--- src/rtl/seg7_pkg.sv ---
// rtl/seg7_pkg.sv - register map and CTRL layout shared by the seven-segment scanner
package seg7_pkg;

    // Word offsets within the 16-byte window, selected by addr[3:2]
    localparam logic [1:0] OFF_DIGITS = 2'd0;
    localparam logic [1:0] OFF_CTRL   = 2'd1;
    localparam logic [1:0] OFF_STATUS = 2'd2;

    // CTRL field positions
    localparam int CTRL_EN_BIT    = 0;
    localparam int CTRL_BLANK_LSB = 4;
    localparam int CTRL_DP_LSB    = 8;

    // Bits of CTRL that hold state; everything else reads back as zero
    localparam logic [31:0] CTRL_RW_MASK = 32'h0000_0FF1;
    localparam logic [31:0] CTRL_RESET   = 32'h0000_0001;

endpackage

--- src/rtl/hex_to_seg7.sv ---
// rtl/hex_to_seg7.sv - hex nibble to active-low seven-segment pattern
// Ports:
//   nibble - hex digit to display
//   seg    - segments {g,f,e,d,c,b,a}, 0 = lit
module hex_to_seg7 (
    input  logic [3:0] nibble,
    output logic [6:0] seg
);

    always_comb begin
        seg = 7'h7F;
        case (nibble)
            4'h0: seg = 7'h40;
            4'h1: seg = 7'h79;
            4'h2: seg = 7'h24;
            4'h3: seg = 7'h30;
            4'h4: seg = 7'h19;
            4'h5: seg = 7'h12;
            4'h6: seg = 7'h02;
            4'h7: seg = 7'h78;
            4'h8: seg = 7'h00;
            4'h9: seg = 7'h10;
            4'hA: seg = 7'h08;
            4'hB: seg = 7'h03;
            4'hC: seg = 7'h46;
            4'hD: seg = 7'h21;
            4'hE: seg = 7'h06;
            4'hF: seg = 7'h0E;
            default: seg = 7'h7F;
        endcase
    end

endmodule

--- src/rtl/seg7_mmio_scanner.sv ---
// rtl/seg7_mmio_scanner.sv - memory-mapped four-digit multiplexed seven-segment display
// Ports:
//   clk, reset        - clock, synchronous active-high reset
//   addr, wdata       - processor byte address and store data
//   memr, memw        - load / store strobes
//   rdata, hit        - combinational read data and window-match flag
//   an, seg, dp       - registered active-low anodes, segments {g..a}, decimal point
module seg7_mmio_scanner
    import seg7_pkg::*;
#(
    parameter logic [31:0] BASE_ADDR   = 32'h0000_0100,
    parameter int          REFRESH_DIV = 50000
) (
    input  logic        clk,
    input  logic        reset,
    input  logic [31:0] addr,
    input  logic [31:0] wdata,
    input  logic        memr,
    input  logic        memw,
    output logic [31:0] rdata,
    output logic        hit,
    output logic [3:0]  an,
    output logic [6:0]  seg,
    output logic        dp
);

    localparam int DIV_W = (REFRESH_DIV > 2) ? $clog2(REFRESH_DIV) : 1;
    localparam logic [DIV_W-1:0] DIV_LAST = DIV_W'(REFRESH_DIV - 1);

    logic [15:0]      digits;
    logic [31:0]      ctrl;
    logic [DIV_W-1:0] div;
    logic [1:0]       idx;
    logic [15:0]      frames;

    logic [1:0]  off;
    logic [3:0]  cur_nibble;
    logic [6:0]  cur_seg;
    logic [3:0]  an_next;
    logic [6:0]  seg_next;
    logic        dp_next;
    logic        en;
    logic [3:0]  blank;
    logic [3:0]  dp_mask;

    // Byte-lane bits are ignored: all accesses are full-word
    logic unused_addr_lsbs;
    assign unused_addr_lsbs = &{1'b0, addr[1:0]};

    assign off     = addr[3:2];
    assign hit     = (addr[31:4] == BASE_ADDR[31:4]) && (memr || memw);
    assign en      = ctrl[CTRL_EN_BIT];
    assign blank   = ctrl[CTRL_BLANK_LSB +: 4];
    assign dp_mask = ctrl[CTRL_DP_LSB +: 4];

    always_comb begin
        rdata = 32'h0;
        if (memr && hit) begin
            case (off)
                OFF_DIGITS: rdata = {16'h0, digits};
                OFF_CTRL:   rdata = ctrl;
                OFF_STATUS: rdata = {frames, 14'h0, idx};
                default:    rdata = 32'h0;
            endcase
        end
    end

    assign cur_nibble = digits[{idx, 2'b00} +: 4];

    hex_to_seg7 u_hex (
        .nibble (cur_nibble),
        .seg    (cur_seg)
    );

    // Pins are computed from the current idx and registers, then registered,
    // so both writes and scan steps show up on the pins one edge later.
    always_comb begin
        an_next  = 4'hF;
        seg_next = 7'h7F;
        dp_next  = 1'b1;
        if (en) begin
            an_next  = blank[idx] ? 4'hF : ~(4'b0001 << idx);
            seg_next = cur_seg;
            dp_next  = ~dp_mask[idx];
        end
    end

    always_ff @(posedge clk) begin
        if (reset) begin
            digits <= 16'h0;
            ctrl   <= CTRL_RESET;
            div    <= '0;
            idx    <= 2'd0;
            frames <= 16'h0;
            an     <= 4'hF;
            seg    <= 7'h7F;
            dp     <= 1'b1;
        end else begin
            if (memw && hit) begin
                case (off)
                    OFF_DIGITS: digits <= wdata[15:0];
                    OFF_CTRL:   ctrl   <= wdata & CTRL_RW_MASK;
                    default:    ;
                endcase
            end

            // The scan keeps running while disabled so STATUS stays live
            if (div == DIV_LAST) begin
                div <= '0;
                idx <= idx + 2'd1;
                if (idx == 2'd3) begin
                    frames <= frames + 16'd1;
                end
            end else begin
                div <= div + 1'b1;
            end

            an  <= an_next;
            seg <= seg_next;
            dp  <= dp_next;
        end
    end

endmodule

--- config.mk ---
export PLATFORM = sky130hd
export DESIGN_NAME = seg7_mmio_scanner
export DESIGN_NICKNAME = d
export VERILOG_FILES = /design/src/rtl/seg7_pkg.sv /design/src/rtl/hex_to_seg7.sv /design/src/rtl/seg7_mmio_scanner.sv
export SDC_FILE = /design/constraint.sdc
export NUM_CORES = 1
export LEC_CHECK = 0
export BUFFER_PORTS_ARGS = -buffer_cell sky130_fd_sc_hd__buf_4
export CAP_MARGIN = 20
export CORE_ASPECT_RATIO = 2
export CORE_MARGIN = 10
export CORE_UTILIZATION = 55
export CTS_CLUSTER_SIZE = 25
export DETAILED_ROUTE_END_ITERATION = 10
export GPL_TIMING_DRIVEN = 0
export PLACE_DENSITY = 0.93
export REMOVE_ABC_BUFFERS = 1
export SYNTH_ARGS = -nofsm -noshare
export SYNTH_HDL_FRONTEND = slang
export SYNTH_HIERARCHICAL = 1
export SYNTH_SLANG_ARGS = --single-unit
--- constraint.sdc ---
create_clock -name clk -period 4.9 [get_ports clk]
set_clock_uncertainty 0.2 [all_clocks]
set_input_delay 1.225 -clock clk [delete_from_list [all_inputs] [get_ports clk]]
set_output_delay 1.225 -clock clk [all_outputs]
set_load 0.05 [all_outputs]
# Yosys cells after proc, flatten, opt, wreduce, memory -nomap -nowiden
# Memory sizes are Yosys's and may differ from the RTL's. A register that Yosys moved wholly into a read port is not among the register bits.
# Index checks and enable logic that the tools add are counted.
totals:
  regBits: 64
  rom_bits: 112
  output_inout_bits: 45
  memories: 1
mem_list:
  columns: ["name", "words", "width", "read_ports", "rd_clocked_by_memory_dff", "wr", "line_no", "source"]
  rows:
  - ["(no name shown)", 16, 7, 1, 1, 0, "hex_to_seg7.sv:12", "case (nibble)"]
classes:
  n_addsub: 3
  n_lt_le_gt_ge: 1
  eq_ne: 5
  shifts: 2
  n_mux: 6
  bitwise: 3
  n_reduce_logical: 11
op_table:
  columns: ["op", "n"]
  rows:
  - ["$pmux 32 s3", 1]
  - ["$add 16x1->16 const B", 2]
  - ["$mux 32", 1]
  - ["$eq 28x5->1 const B", 1]
  - ["$eq 16x16->1 const B", 1]
  - ["$shiftx 16x5->4", 1]
  - ["$reduce_and 2->1", 3]
  - ["$bmux 1 s2", 2]
  - ["$eq 2x2->1 const B", 2]
  - ["$not 4->4", 1]
  - ["$reduce_or 2->1", 2]
  - ["$shl 1x2->4 const A", 1]
  - ["$logic_and 1x1->1", 3]
  - ["$lt 2x3->1 const B", 1]
  - ["$reduce_or 3->1", 1]
  - ["$add 2x1->2 const B", 1]
  - ["$eq 2x1->1 const B", 1]
  - ["$logic_not 2->1", 1]
  - ["$mux 1", 2]
  - ["$not 1->1", 2]
  - ["$logic_or 1x1->1", 1]

# Depth between registers and ports, before layout
logic_depth:
  depth_word: 4
  ltp_mapped: 8
  depth_no_buf: 7

# Hierarchy
# The synthesis kept the hierarchy.
modules_own_cells:
  columns: ["mod", "n_inst", "cells_per_inst", "area_each_um2"]
  rows:
  - ["seg7_mmio_scanner", 1, 383, 3608.5]
  - ["hex_to_seg7", 1, 32, 275.3]

# Worst setup path before layout
# Ideal clock, no wire load.
synth_path:
  path_type: "input to output"
  startpoint: "input addr[9]"
  endpoint: "output rdata[1]"
  arrival_time_ns: 3.122
  required_ns: 3.475
  path_slack_ns: 0.353
  stages: 4
  cell_sequence: "nor4b_2 o2111ai_2 nor2_1 and4_1"
synth_between:
  elab_chain_cells: 4
synth_lines:
  columns: ["item", "line_no", "source"]
  rows:
  - ["from (decl)", "seg7_mmio_scanner.sv:16", "input logic [31:0] addr,"]
  - ["$eq 28x5->1", "seg7_mmio_scanner.sv:51", "assign hit = (addr[31:4] == BASE_ADDR[31:4]) && (memr || memw);"]
  - ["$logic_and 1x1->1", "seg7_mmio_scanner.sv:51", null]
  - ["via hit", "seg7_mmio_scanner.sv:21", "output logic hit,"]
  - ["$logic_and 1x1->1", "seg7_mmio_scanner.sv:58", "if (memr && hit) begin"]
  - ["$mux 32", "seg7_mmio_scanner.sv:58", null]
  - ["to (decl)", "seg7_mmio_scanner.sv:20", "output logic [31:0] rdata,"]
# The timed path passes the listed nets, and every way through them passes these cells.

# Worst setup path in the final report
layout_path:
  startpoint: "input addr[26]"
  endpoint: "output rdata[13]"
layout_between:
  elab_chain_cells: 4
layout_lines:
  columns: ["item", "line_no"]
  rows:
  - ["$eq 28x5->1", "seg7_mmio_scanner.sv:51"]
  - ["$logic_and 1x1->1", "seg7_mmio_scanner.sv:51"]
  - ["$logic_and 1x1->1", "seg7_mmio_scanner.sv:58"]
  - ["$mux 32", "seg7_mmio_scanner.sv:58"]
# No other way between the ends.

==> summary.txt <==
Run status
  – Status: finished, final reports clean

Die
  – Die H: 138.8 um
  – Starting density of the core: 56.40%
  – Die area: 0.01103 mm2
  – Core footprint: 0.006887 mm2
  – Die width: 79.42 um
  – IO Pins: 113
  – Number of placement rows: 43

Logic synthesis
  – Mean Syn Cell Area: 9.358 um2
  – Count of unique library cells instantiated by Yosys: 39
  – Post-synth EDFFs: 0
  – Sequential area share after synthesis: 36.60%
  – Seq cells post-synth: 71
  – Cells after Synth: 415
  – Top_reg_cell synth: dfxtp_1
  – Synth Warn #: 6
  – Fraction of registers with async set/reset: 0%
  – Synth Cell Area: 0.003884 mm2

Critical path
  – Slowest cell on the critical path: nor4_1
  – Critical Path RT: 3470 ps
  – Setup CP Type: in -> out
  – Slowest cell delay on critical path: 840 ps
  – Crit Path Max Fanout: 6
  – R2R Setup Slk: 2030 ps
  – CP Launch Type: input pin
  – CP most frequent cell: buf_4
  – Critical path cell sequence: buf_4 > nor4_2 > nand4_2 > nor4_1 > and2_1 > buf_4
  – Reg-to-Reg Start: idx[0]
  – Crit end category: primary output
  – FF-to-FF End: seg[0]
  – Arr. time, crit path: 3210 ps
  – R2R cell count: 7

Finish
  – Most frequent cells in the layout: buf_4, dfxtp_1, nand2b_1
  – Multi-input logic area: 0.002323 mm2
  – Most common cell after layout, fill and taps aside: buf_4
  – Share of post-route cells with drive strength above 1: 26.79%
  – Final #Nets: 580
  – Storage cell area: 0.001421 mm2
  – Finished Cell Area: 0.004937 mm2
  – # fillers: 526
  – Ant diodes: 0
  – Area growth, synth to finish: 27.13%

Timing
  – Fin crit period: 4639 ps
  – Final setup violation count: 0
  – Final hold violations: 0
  – Fmax: 0.2156 GHz
  – Slew Limit Headroom: 39.08%
  – Fin crit share: 94.67%
  – Max-slew violation count: 0
  – TNS Setup: 0 ps
  – Transition time of the tightest slew-check pin: 905.5 ps
  – RSZ-0062 raised after global routing: no

Clocking
  – Reg clk slew, reported paths: 50 ps
  – Hold buffer count at cts: 0
  – CTS resizes: 0
  – CTS HTree Levels: 3
  – Clk buf depth: 2
  – CTS sink cnt: 71
  – CTS tree: done
  – Root Driver: clkbuf_16
  – Setup bufs post-CTS: 0
  – Worst-skew pair later-pin latency: 330 ps
  – TritonCTS Buffers: 9

Route
  – Detailed Route WL: 10.00 mm
  – Vias/cell: 5.672
  – Vias after detailed routing: 3369
  – Drt wl/cell: 16.84 um
  – DR iter-0 viols: 265
  – Residual DRC: 0
  – Pre-Repair DR Iteration Count: 4
  – Final ANT Viol Nets: 0

GRT
  – Remaining global-route overflow: 0
  – Initial antenna violation count: 0
  – First-pass GRT wire length: 16.33 mm
  – Tot GR Track Use: 18.17%
  – Vias in the first global route: 3489
  – Largest net degree at the start of global routing: 65

Worst hold path
  – Hold Path Cell Cnt: 1
  – Hold crit path type: reg -> reg
  – Hold EP: div[0]
  – Worst hold start: div[0]

Power and ir drop
  – Final Power: 1.335 mW
  – Pleak: 1.895 nW
  – Worst vdd ir: 312.5 uV
  – Power per cell area: 270.4 mW/mm2

Placement
  – Port Buffers: 94
  – Detailed Place HPWL: 7.451 mm
  – Placed instance area: 0.004619 mm2
  – Placer congestion estimate: 0.8314

Job
  – Max cap viols: 0
worst max-delay path by stage:
stage / depth (start not counted) / slack, ps / endpoint / from
CTS: 6 / 20 / rdata[28] / addr[26]
finish: 6 / 260 / rdata[13] / addr[26]
detailed placement: 6 / 20 / rdata[28] / addr[26]
global placement: 6 / 130 / rdata[19] / addr[18]
global route: 6 / 90 / rdata[13] / addr[25]
floorplan: 4 / 350 / rdata[1] / addr[9]
cell type report:
cell class / count / share of cell area, %
Multi-Input combinational cell: 310 / 47.06
Sequential cell: 71 / 28.79
Timing Repair Buffer: 97 / 14.83
Clock buffer: 13 / 5.474
Tap cell: 90 / 2.281
Clock inverter: 3 / 0.8109
Inverter: 10 / 0.7603
cells by family (layout without fill, tap and decap cells):
kind of cell             Yosys count  in the layout  synth area share (%)
adder cells (fa/ha/maj)           13             13                 4.188
multiplexers                      47             47                 14.53
XOR/XNOR                          13             13                 2.932
flip-flops                        71             71                 36.60
buffers and inverters             34            123                 3.737
AO/OA/AOI/OAI                     44             44                 7.120
AND/OR/NAND/NOR                  193            193                 30.90
flip-flops by register name (all words and copies together) (netlist names):
| name | flops |
|---|---|
| an | 4 |
| ctrl | 9 |
| digits | 16 |
| div | 16 |
| dp | 1 |
| frames | 16 |
| idx | 2 |
| seg | 7 |
Yosys cell counts (2+ instances only):
master	n	share of area, %
dfxtp_1	71	37
nand2b_1	50	8.1
mux2i_1	38	9.8
nor2_1	32	3.1
and2_1	24	3.9
a21oi_1	20	2.6
clkbuf_1	20	1.9
nand2_1	18	1.7
ha_1	13	4.2
o31ai_1	13	2.5
or4_1	13	2.5
nand3_1	12	1.5
inv_1	10	0.97
xor2_1	10	2.3
and4_1	8	1.8
nand4_1	8	1.3
nor4_2	7	2.3
mux4_2	6	3.5
o21ai_0	6	0.77
or3_1	5	0.81
nor2b_1	3	0.48
xnor2_1	3	0.68
a22o_1	2	0.45
and3_1	2	0.32
buf_2	2	0.26
buf_6	2	0.58
mux2_2	2	0.58
nand4_2	2	0.64
nor4_1	2	0.32
nor4b_2	2	0.77
metal layers:
metal | track usage, % | part of all wire [%] | vias to the layer above
met5 | 0 | 0 | -
met4 | 9.877 | 3.6 | 0
met3 | 5.130 | 5.1 | 24
met2 | 33.68 | 57 | 90
met1 | 16.74 | 35 | 1610
li1 | - | - | 1645
metrics by stage:
stage / hold slack (ps) / std cells / setup WS [ps] / utilization [%]
after CTS: 273.7 / 593 / 21.04 / 71.58
after global routing: 292.3 / 594 / 85.92 / 71.69
after floorplan: 226.2 / 391 / 352.9 / -
final: 273.6 / 594 / 261.0 / 71.69
after detailed placement: 261.0 / 577 / 17.07 / 67.08
after global placement: 236.7 / 575 / 131.6 / 66.72
report_power, final:
group	total [mW]	internal (mW)	switching [mW]
Sequential	0.586	0.583	0.00272
Clock	0.666	0.434	0.232
Combinational	0.0836	0.0420	0.0416
critical path, delay by kind of cell:
family | cells | cell delay, ps
buf+inv | 2 | 320
simple gates | 4 | 1660
(Power assumes the default switching activity.)
